$ cat src/rtl/mips_bus_pkg.sv
// Shared types and bus constants for the two-master MIPS memory arbiter.
// Imported by the arbiter top and its round-robin selector.
package mips_bus_pkg;

    localparam int ADDR_W = 32;
    localparam int DATA_W = 32;
    localparam int BE_W   = 4;

    // Read data returned to a master whose transaction was aborted by timeout.
    localparam logic [DATA_W-1:0] ABORT_RDATA = '0;

    typedef enum logic [1:0] {
        IDLE   = 2'd0,
        GRANT0 = 2'd1,
        GRANT1 = 2'd2
    } arb_state_t;

endpackage

$ cat src/rtl/mips_bus_rr_pick.sv
// Combinational 2-way round-robin selector: on a tie, picks the master
// that was not granted last.
module mips_bus_rr_pick (
    input  logic [1:0] req,
    input  logic       last,
    output logic       pick,
    output logic       valid
);

    // NOTE: every output gets a default before the case so no latch is inferred.
    always_comb begin
        valid = |req;
        pick  = 1'b0;
        case (req)
            2'b10:   pick = 1'b1;
            2'b11:   pick = ~last;
            default: pick = 1'b0;
        endcase
    end

endmodule

$ cat src/rtl/mips_bus_arbiter.sv
// Shares one Avalon-MM slave between instruction fetch (M0) and load/store (M1)
// with a registered round-robin grant held for a whole transaction.
module mips_bus_arbiter
    import mips_bus_pkg::*;
#(
    parameter int TIMEOUT_CYCLES = 255,
    parameter bit RESET_LAST     = 1'b1
) (
    input  logic              clk,
    input  logic              reset,

    input  logic [ADDR_W-1:0] m0_address,
    input  logic              m0_read,
    input  logic              m0_write,
    input  logic [DATA_W-1:0] m0_writedata,
    input  logic [BE_W-1:0]   m0_byteenable,
    output logic              m0_waitrequest,
    output logic [DATA_W-1:0] m0_readdata,

    input  logic [ADDR_W-1:0] m1_address,
    input  logic              m1_read,
    input  logic              m1_write,
    input  logic [DATA_W-1:0] m1_writedata,
    input  logic [BE_W-1:0]   m1_byteenable,
    output logic              m1_waitrequest,
    output logic [DATA_W-1:0] m1_readdata,

    output logic [ADDR_W-1:0] s_address,
    output logic              s_read,
    output logic              s_write,
    output logic [DATA_W-1:0] s_writedata,
    output logic [BE_W-1:0]   s_byteenable,
    input  logic              s_waitrequest,
    input  logic [DATA_W-1:0] s_readdata,

    output logic [1:0]        grant,
    output logic              timeout_err
);

    localparam int              CNT_W     = $clog2(TIMEOUT_CYCLES + 1);
    localparam logic [CNT_W-1:0] WAIT_LIMIT = CNT_W'(TIMEOUT_CYCLES - 1);

    arb_state_t       state_q, state_d;
    logic             last_q, last_d;
    logic [CNT_W-1:0] wait_cnt_q;

    logic       req0, req1;
    logic       pick, pick_valid;
    logic       in_grant, sel_m1, granted_req;
    logic       done, abort;

    assign req0 = m0_read | m0_write;
    assign req1 = m1_read | m1_write;

    mips_bus_rr_pick u_rr_pick (
        .req   ({req1, req0}),
        .last  (last_q),
        .pick  (pick),
        .valid (pick_valid)
    );

    assign in_grant    = (state_q != IDLE);
    assign sel_m1      = (state_q == GRANT1);
    assign granted_req = sel_m1 ? req1 : req0;
    assign done        = in_grant && granted_req && !s_waitrequest;
    assign abort       = in_grant && granted_req && s_waitrequest && (wait_cnt_q == WAIT_LIMIT);

    always_comb begin
        state_d = state_q;
        last_d  = last_q;
        case (state_q)
            IDLE: begin
                if (pick_valid) begin
                    state_d = pick ? GRANT1 : GRANT0;
                    last_d  = pick;
                end
            end
            GRANT0, GRANT1: begin
                // A dropped request (protocol violation) also releases the bus.
                if (!granted_req || done || abort) state_d = IDLE;
            end
            default: state_d = IDLE;
        endcase
    end

    // NOTE: sequential state uses non-blocking assignments only, so every
    // register samples pre-edge values regardless of process ordering.
    always_ff @(posedge clk or negedge reset) begin
        if (!reset) begin
            state_q <= IDLE;
            last_q  <= RESET_LAST;
        end else begin
            state_q <= state_d;
            last_q  <= last_d;
        end
    end

    // Cleared while idle, so it starts from zero on every grant; the abort
    // at WAIT_LIMIT always happens before the counter could overflow.
    always_ff @(posedge clk or negedge reset) begin
        if (!reset) begin
            wait_cnt_q <= '0;
        end else if (!in_grant) begin
            wait_cnt_q <= '0;
        end else if (s_waitrequest) begin
            wait_cnt_q <= wait_cnt_q + CNT_W'(1);
        end
    end

    always_comb begin
        s_address      = '0;
        s_read         = 1'b0;
        s_write        = 1'b0;
        s_writedata    = '0;
        s_byteenable   = '0;
        grant          = 2'b00;
        m0_waitrequest = 1'b1;
        m1_waitrequest = 1'b1;
        m0_readdata    = '0;
        m1_readdata    = '0;
        timeout_err    = abort;

        if (in_grant) begin
            if (sel_m1) begin
                s_address    = m1_address;
                s_write      = m1_write;
                s_read       = m1_read & ~m1_write;
                s_writedata  = m1_writedata;
                s_byteenable = m1_byteenable;
                grant        = 2'b10;
                m1_waitrequest = abort ? 1'b0 : s_waitrequest;
                m1_readdata    = abort ? ABORT_RDATA : s_readdata;
            end else begin
                s_address    = m0_address;
                s_write      = m0_write;
                s_read       = m0_read & ~m0_write;
                s_writedata  = m0_writedata;
                s_byteenable = m0_byteenable;
                grant        = 2'b01;
                m0_waitrequest = abort ? 1'b0 : s_waitrequest;
                m0_readdata    = abort ? ABORT_RDATA : s_readdata;
            end
        end
    end

endmodule

$ cat config.mk
export PLATFORM = sky130hd
export DESIGN_NAME = mips_bus_arbiter
export DESIGN_NICKNAME = d
export VERILOG_FILES = /design/src/rtl/mips_bus_pkg.sv /design/src/rtl/mips_bus_rr_pick.sv /design/src/rtl/mips_bus_arbiter.sv
export SDC_FILE = /design/constraint.sdc
export NUM_CORES = 1
export LEC_CHECK = 0
export BUFFER_PORTS_ARGS = -buffer_cell sky130_fd_sc_hd__buf_2
export CORE_AREA = 2 2 123 125
export CTS_CLUSTER_SIZE = 28
export DETAILED_ROUTE_END_ITERATION = 6
export DIE_AREA = 0 0 125 127
export HOLD_SLACK_MARGIN = 0.06
export PLACE_DENSITY = 0.53
export SETUP_SLACK_MARGIN = 0.05
export SLEW_MARGIN = 5
export SYNTH_ARGS = -nofsm -noshare
export SYNTH_HDL_FRONTEND = slang
export SYNTH_SLANG_ARGS = --single-unit
export TNS_END_PERCENT = 10
$ cat constraint.sdc
create_clock -name clk -period 4.4 [get_ports clk]
set_input_delay 0.22 -clock clk [delete_from_list [all_inputs] [get_ports clk]]
set_output_delay 0.22 -clock clk [all_outputs]
set_load 0.02 [all_outputs]
==> run metrics, run 1 <==
number of core rows=44; Die X=125 microns; Post-CTS Hold Buffers=1; gr busiest metal=met2; die area=0.01588 sq mm; GRT overflow=0; first-pass GRT wire length=15530 microns; Final setup viols=0; Pre-Repair DR Iteration Count=4; max-slew violation count=0; syn_nets=487; P_leak=2.298 nW; via/cell ratio=4.034; f_max=0.3176 GHz; CP Data Required Time=4.18 ns; Area contributors post-synth=mux2i_1 (31%), and2_1 (18%), nor2_1 (13%); starting density of the core=15.69%; Slew @ Worst Pin=0.8345 ns; Pwr Total=2.378 mW; IO Pins=314; total wire length=10070 microns; Syn Area/Cell=7.373 sq um; yosys warns=0; Syn Inst Count=307; CTS H-tree depth=1; Critical R2R Capture=state_q[0]; Clock Latency Late Sink=0.24 ns; CTS Buf Count=3; Fin Clk Skew=0.002902 ns; Worst path max stage delay=0.76 ns; r2r setup slk=1.95 ns; Power Dens Cells=591.4 mW/mm^2; crit path kind=register to primary output; P&R area growth vs syn=77.67%; Placer Congestion=0.7722; critical path's slowest cell=ha_2; final hold vios=0; Post-DP HPWL=8775 microns; I/O Buffers=313; CTS tree=built; Post-CTS Resized=0; relative slew slack=44.37%; synth unique cells=37; Final nets=783; Yosys top cell by area=mux2i_1; postcts setup bufs=0; diode count=0; design area=0.004021 sq mm; Starting DRT DRC Count=86; DIE HEIGHT=127 microns; M1 GR Usage=14.29%; fraction of registers with async set/reset=100.0%; max cap viols=0; area of the mapped netlist=0.002263 sq mm; WL/cell=12.81 microns; crit path launch=state_q[0]; Placed Instance Area=0.003933 sq mm; TritonCTS Sinks=11; critical path, cell by cell=inv_1 > ha_2 > and4b_1 > and3_4 > a21boi_4 > and2_1 > buf_2; register area share after synthesis=12.22%; CP arrival=2.93 ns; EDFF count, synth=0; GRT Total Usage=11.71%; CP max FO=48; WP depth=7; status=finished, final reports clean; Max rail drop VDD=0.0001929 V; met3 usage=2.136%; Post-DRT Antenna Nets=0; proportion of layout cells with a drive suffix above 1=54.32%; Clock transition at path regs=0.04 ns; Worst Setup Start Kind=register; GR Util met2=22.06%; reg-to-reg startpoint=state_q[0]; post-synthesis register bit count=11; clock root buffer master=clkbuf_16; Crit path max-delay family=adder cells; RSZ-0062 raised after global routing=no; Worst Path Buf+Inv=2; share of the synthesized area in the top cell type=30.96%; setup TNS=0 ns; Reg2Reg Depth=6; Final period util=71.56%; Final Critical Period=3.149 ns; Critical path destination=m0_readdata[20]; Util after Layout=27.88%; vias in the first global route=2921; Most used DFF post-synth=dfrtp_1; crit end category=primary output; worst hold path class=primary input to register; largest net degree at the start of global routing=49; Fillers=1617; Vias=3171; Core Footprint=0.01442 sq mm; Longest Clk Path Bufs=2; Post-route DRC=0; initial antenna violation count=0; WHS=0.3807 ns
placed cells by master, fill, tap and decap left out, types with 2 or more instances in the layout:
| master | netlist | final |
|---|---|---|
| nand4_1 | 4 | 4 |
| inv_1 | 5 | 5 |
| buf_2 | 9 | 313 |
| or3_1 | 2 | 2 |
| dfrtp_1 | 10 | 10 |
| nand3_1 | 3 | 3 |
| ha_1 | 5 | 3 |
| a21oi_1 | 3 | 3 |
| mux2i_1 | 70 | 70 |
| o32ai_1 | 2 | 2 |
| nor3_1 | 2 | 2 |
| clkbuf_16 | 0 | 3 |
| and2_1 | 64 | 64 |
| xnor2_1 | 2 | 2 |
| xor2_1 | 3 | 3 |
| nand2_1 | 3 | 3 |
| a32oi_1 | 2 | 2 |
| nor2_1 | 80 | 80 |
| buf_4 | 0 | 2 |
| a21oi_4 | 2 | 2 |
| o21ai_0 | 5 | 5 |
worst reg2reg max path, cell delays in order (launching register included):
cell	delay (ns)
dfrtp_1	0.38
inv_1	0.17
ha_2	0.76
buf_4	0.50
o21a_1	0.23
and3_1	0.19
o32ai_1	0.10
through the flow:
stage | worst slack, ns | cells
2_1_floorplan | 2.366 | 307
3_3_place_gp | 1.374 | 781
3_5_place_dp | 1.386 | 781
4_1_cts | 1.126 | 786
5_1_grt | 0.8818 | 786
6_report | 1.251 | 786
how the worst min path moves through the flow:
| stage | depth (start not counted) | from | slack [ns] | endpoint |
|---|---|---|---|---|
| floorplan | 0 | reset | -0.08 | state_q[0] |
| global placement | 1 | reset | 0.11 | wait_cnt_q[0] |
| detailed placement | 1 | reset | 0.11 | wait_cnt_q[0] |
| CTS | 2 | reset | 0.39 | wait_cnt_q[0] |
| global route | 3 | s_waitrequest | 0.41 | wait_cnt_q[0] |
| finish | 3 | s_waitrequest | 0.38 | wait_cnt_q[0] |
metal layers:
| metal | vias to the layer above | wire [microns] |
|---|---|---|
| li1 | 1616 | - |
| met1 | 1357 | 4069 |
| met2 | 193 | 5042 |
| met3 | 5 | 905 |
| met4 | 0 | 50 |
| met5 | - | 0 |
registers in the layout (all words and copies together) (netlist names):
name	cells
wait_cnt_q	8
state_q	2
last_q	1
Yosys cell counts (2+ instances only):
| cell | count |
|---|---|
| dfrtp_1 | 10 |
| o21ai_0 | 5 |
| nor3_1 | 2 |
| o32ai_1 | 2 |
| nand4_1 | 4 |
| xnor2_1 | 2 |
| inv_1 | 5 |
| nor2_1 | 80 |
| a32oi_1 | 2 |
| nand2_1 | 3 |
| ha_1 | 5 |
| xor2_1 | 3 |
| clkbuf_1 | 6 |
| buf_6 | 7 |
| mux2i_1 | 70 |
| or3_1 | 2 |
| and2_1 | 64 |
| nand3_1 | 3 |
| buf_1 | 3 |
| a21oi_1 | 3 |
| buf_2 | 9 |
| a21oi_4 | 2 |
cell families (layout without fill, tap and decap cells):
group / Yosys count / count (layout) / share of synthesized area [%]
simple gates: 168 / 168 / 37.65
mux: 70 / 70 / 30.96
buf+inv: 30 / 325 / 7.794
compound gates: 18 / 18 / 6.689
flops: 11 / 11 / 12.22
fa+ha+maj: 5 / 5 / 2.764
xor+xnor: 5 / 5 / 1.935
cell type report:
cell class / count / area, sq um / area share (%)
Clock buffer: 4 / 78.83 / 1.960
Inverter: 5 / 18.77 / 0.4667
Multi-Input combinational cell: 266 / 1826 / 45.40
Sequential cell: 11 / 276.5 / 6.876
Tap cell: 184 / 230.2 / 5.725
Timing Repair Buffer: 316 / 1592 / 39.58
report_power, final:
| group | internal (mW) | leakage [nW] | total (mW) | switching (mW) |
|---|---|---|---|---|
| Sequential | 0.126 | 0.147 | 0.149 | 0.0226 |
| Clock | 0.122 | 0.0382 | 0.165 | 0.0434 |
| Combinational | 0.739 | 2.11 | 2.06 | 1.33 |
| Total | 0.987 | 2.30 | 2.38 | 1.39 |
(Power assumes the default switching activity.)
==> run 2: changes to the inputs <==
==> constraint.sdc (replaced) <==
create_clock -name clk -period 3.1 [get_ports clk]
set_input_delay 0.155 -clock clk [delete_from_list [all_inputs] [get_ports clk]]
set_output_delay 0.155 -clock clk [all_outputs]
set_load 0.02 [all_outputs]
==> run 2 against run 1 <==
Wire length shrank 2.0%. Final area increased by 0.31%. Die area is the same. Worst setup slack got worse by 0.71 ns. Global-route usage down 0.26 points. Worst hold slack got worse by 0.080 ns. Via count fell by 0.95%. Register-to-register slack worse by 1.0 ns. Count of clock-buffer cells in the layout stayed put. First-iteration DRC count shrank 19%. Sequential power up 41%. Clock power rose by 44%. Critical endpoint is now m0_readdata[17]. Largest power group unchanged.
==> run metrics, run 2 (synthesis results as in run 1) <==
critical path's slowest cell=a21boi_4; max cap viols=0; Final period util=82.68%; Pre-Repair DR Iteration Count=4; IO Pins=314; Crit path max-delay family=simple AND/OR/NAND/NOR gates; Starting DRT DRC Count=70; Worst Setup Start Kind=register; P&R area growth vs syn=78.22%; starting density of the core=15.69%; Final nets=783; Clock Latency Late Sink=0.24 ns; max-slew violation count=0; CP arrival=2.41 ns; proportion of layout cells with a drive suffix above 1=54.32%; total wire length=9862 microns; vias in the first global route=2961; first-pass GRT wire length=15200 microns; Vias=3141; number of core rows=44; Core Footprint=0.01442 sq mm; Die X=125 microns; clock root buffer master=clkbuf_16; postcts setup bufs=0; Longest Clk Path Bufs=2; via/cell ratio=3.996; Post-DRT Antenna Nets=0; CTS Buf Count=3; f_max=0.3901 GHz; CTS H-tree depth=1; Clock transition at path regs=0.04 ns; final hold vios=0; CTS tree=built; setup TNS=0 ns; I/O Buffers=313; initial antenna violation count=0; crit path kind=register to primary output; Largest Register=wait_cnt_q; relative slew slack=47.18%; Placer Congestion=0.7879; Power Dens Cells=838.3 mW/mm^2; most common cell after layout, fill and taps aside=buf_2; crit end category=primary output; largest net degree at the start of global routing=82; Post-route DRC=0; Final Critical Period=2.563 ns; most frequent cells in the layout=buf_2 (313), nor2_1 (80), mux2i_1 (70); WL/cell=12.55 microns; GRT overflow=0; worst hold path class=primary input to register; Worst Path Buf+Inv=2; status=finished, final reports clean; FF/Latch Area=276.5 sq um; die area=0.01588 sq mm; GRT Total Usage=11.46%; diode count=0; TritonCTS Sinks=11; critical path, cell by cell=inv_1 > ha_2 > and4b_1 > and3_4 > a21boi_4 > and2_1 > buf_2; Post-DP HPWL=8521 microns; RSZ-0062 raised after global routing=no; Fillers=1624; CP max FO=32; Fin Clk Skew=0.003533 ns; Slew @ Worst Pin=0.7922 ns; P_leak=2.301 nW; Max rail drop VDD=0.0004591 V; largest registers=wait_cnt_q x8, state_q x2, last_q x1; Pwr Total=3.382 mW; Final setup viols=0; DIE HEIGHT=127 microns; area of the multi-input gates=0.001826 sq mm; max FFs per register=8; Worst path max stage delay=0.49 ns; CP Data Required Time=2.94 ns
## run 2: through the flow
step	hold WS (ns)	util, %	cells	worst slack (ns)	instance area [sq um]
floorplan	-0.1406	-	307	1.131	2263
global placement	0.03691	27.35	781	0.7925	3945
detailed placement	0.04270	27.35	781	0.7821	3945
CTS	0.2942	27.97	786	0.5236	4034
global route	0.3429	27.97	786	0.3664	4034
finish	0.3003	27.97	786	0.5368	4034
## run 2: timing repair
item | 4_1_cts | 5_1_grt
endpoints found under the hold margin | 11 | 0
gates resized for setup | 0 | 0
hold buffers | 1 | 0
## run 2: path summary, 6_finish.rpt
kind	endpoint	start	depth (start not counted)	slack [ns]
hold reg to reg	last_q	last_q	2	0.50
setup / recovery	m0_readdata[17]	state_q[0]	7	0.54
setup reg to reg	state_q[0]	state_q[0]	6	0.95
max in group asynchronous	last_q	reset	2	2.50
hold / removal	last_q	m0_write	4	0.30
min in group asynchronous	wait_cnt_q[7]	reset	2	0.34
## run 2: layout make-up
type | count | area share (%)
tap | 184 | 5.707
inverter | 5 | 0.4653
clock buffer | 4 | 1.954
sequential | 11 | 6.855
timing repair buffer | 316 | 39.76
multi-input combinational | 266 | 45.25
## run 2: layer usage
metal  vias to the layer above  global-route usage, %  part of all wire, %
met2                       201                  22.06                   51
met5                         -                      0                    0
met1                      1323                  13.43                   39
li1                       1612                      -                    -
met4                         0                  1.503                 0.50
met3                         5                  2.261                  9.5
## run 2: report_power, final
part | total (mW) | internal (mW) | switching [mW]
registers | 0.210 | 0.179 | 0.0311
clock network | 0.237 | 0.173 | 0.0642
logic | 2.94 | 1.06 | 1.88
## run 2: worst reg2reg max path, cell delays in order, from the launching register on
cell and delay (ns):
dfrtp_1 0.39, inv_1 0.17, ha_2 0.28, buf_4 0.61, o21a_1 0.28, and3_1 0.19, o32ai_1 0.10
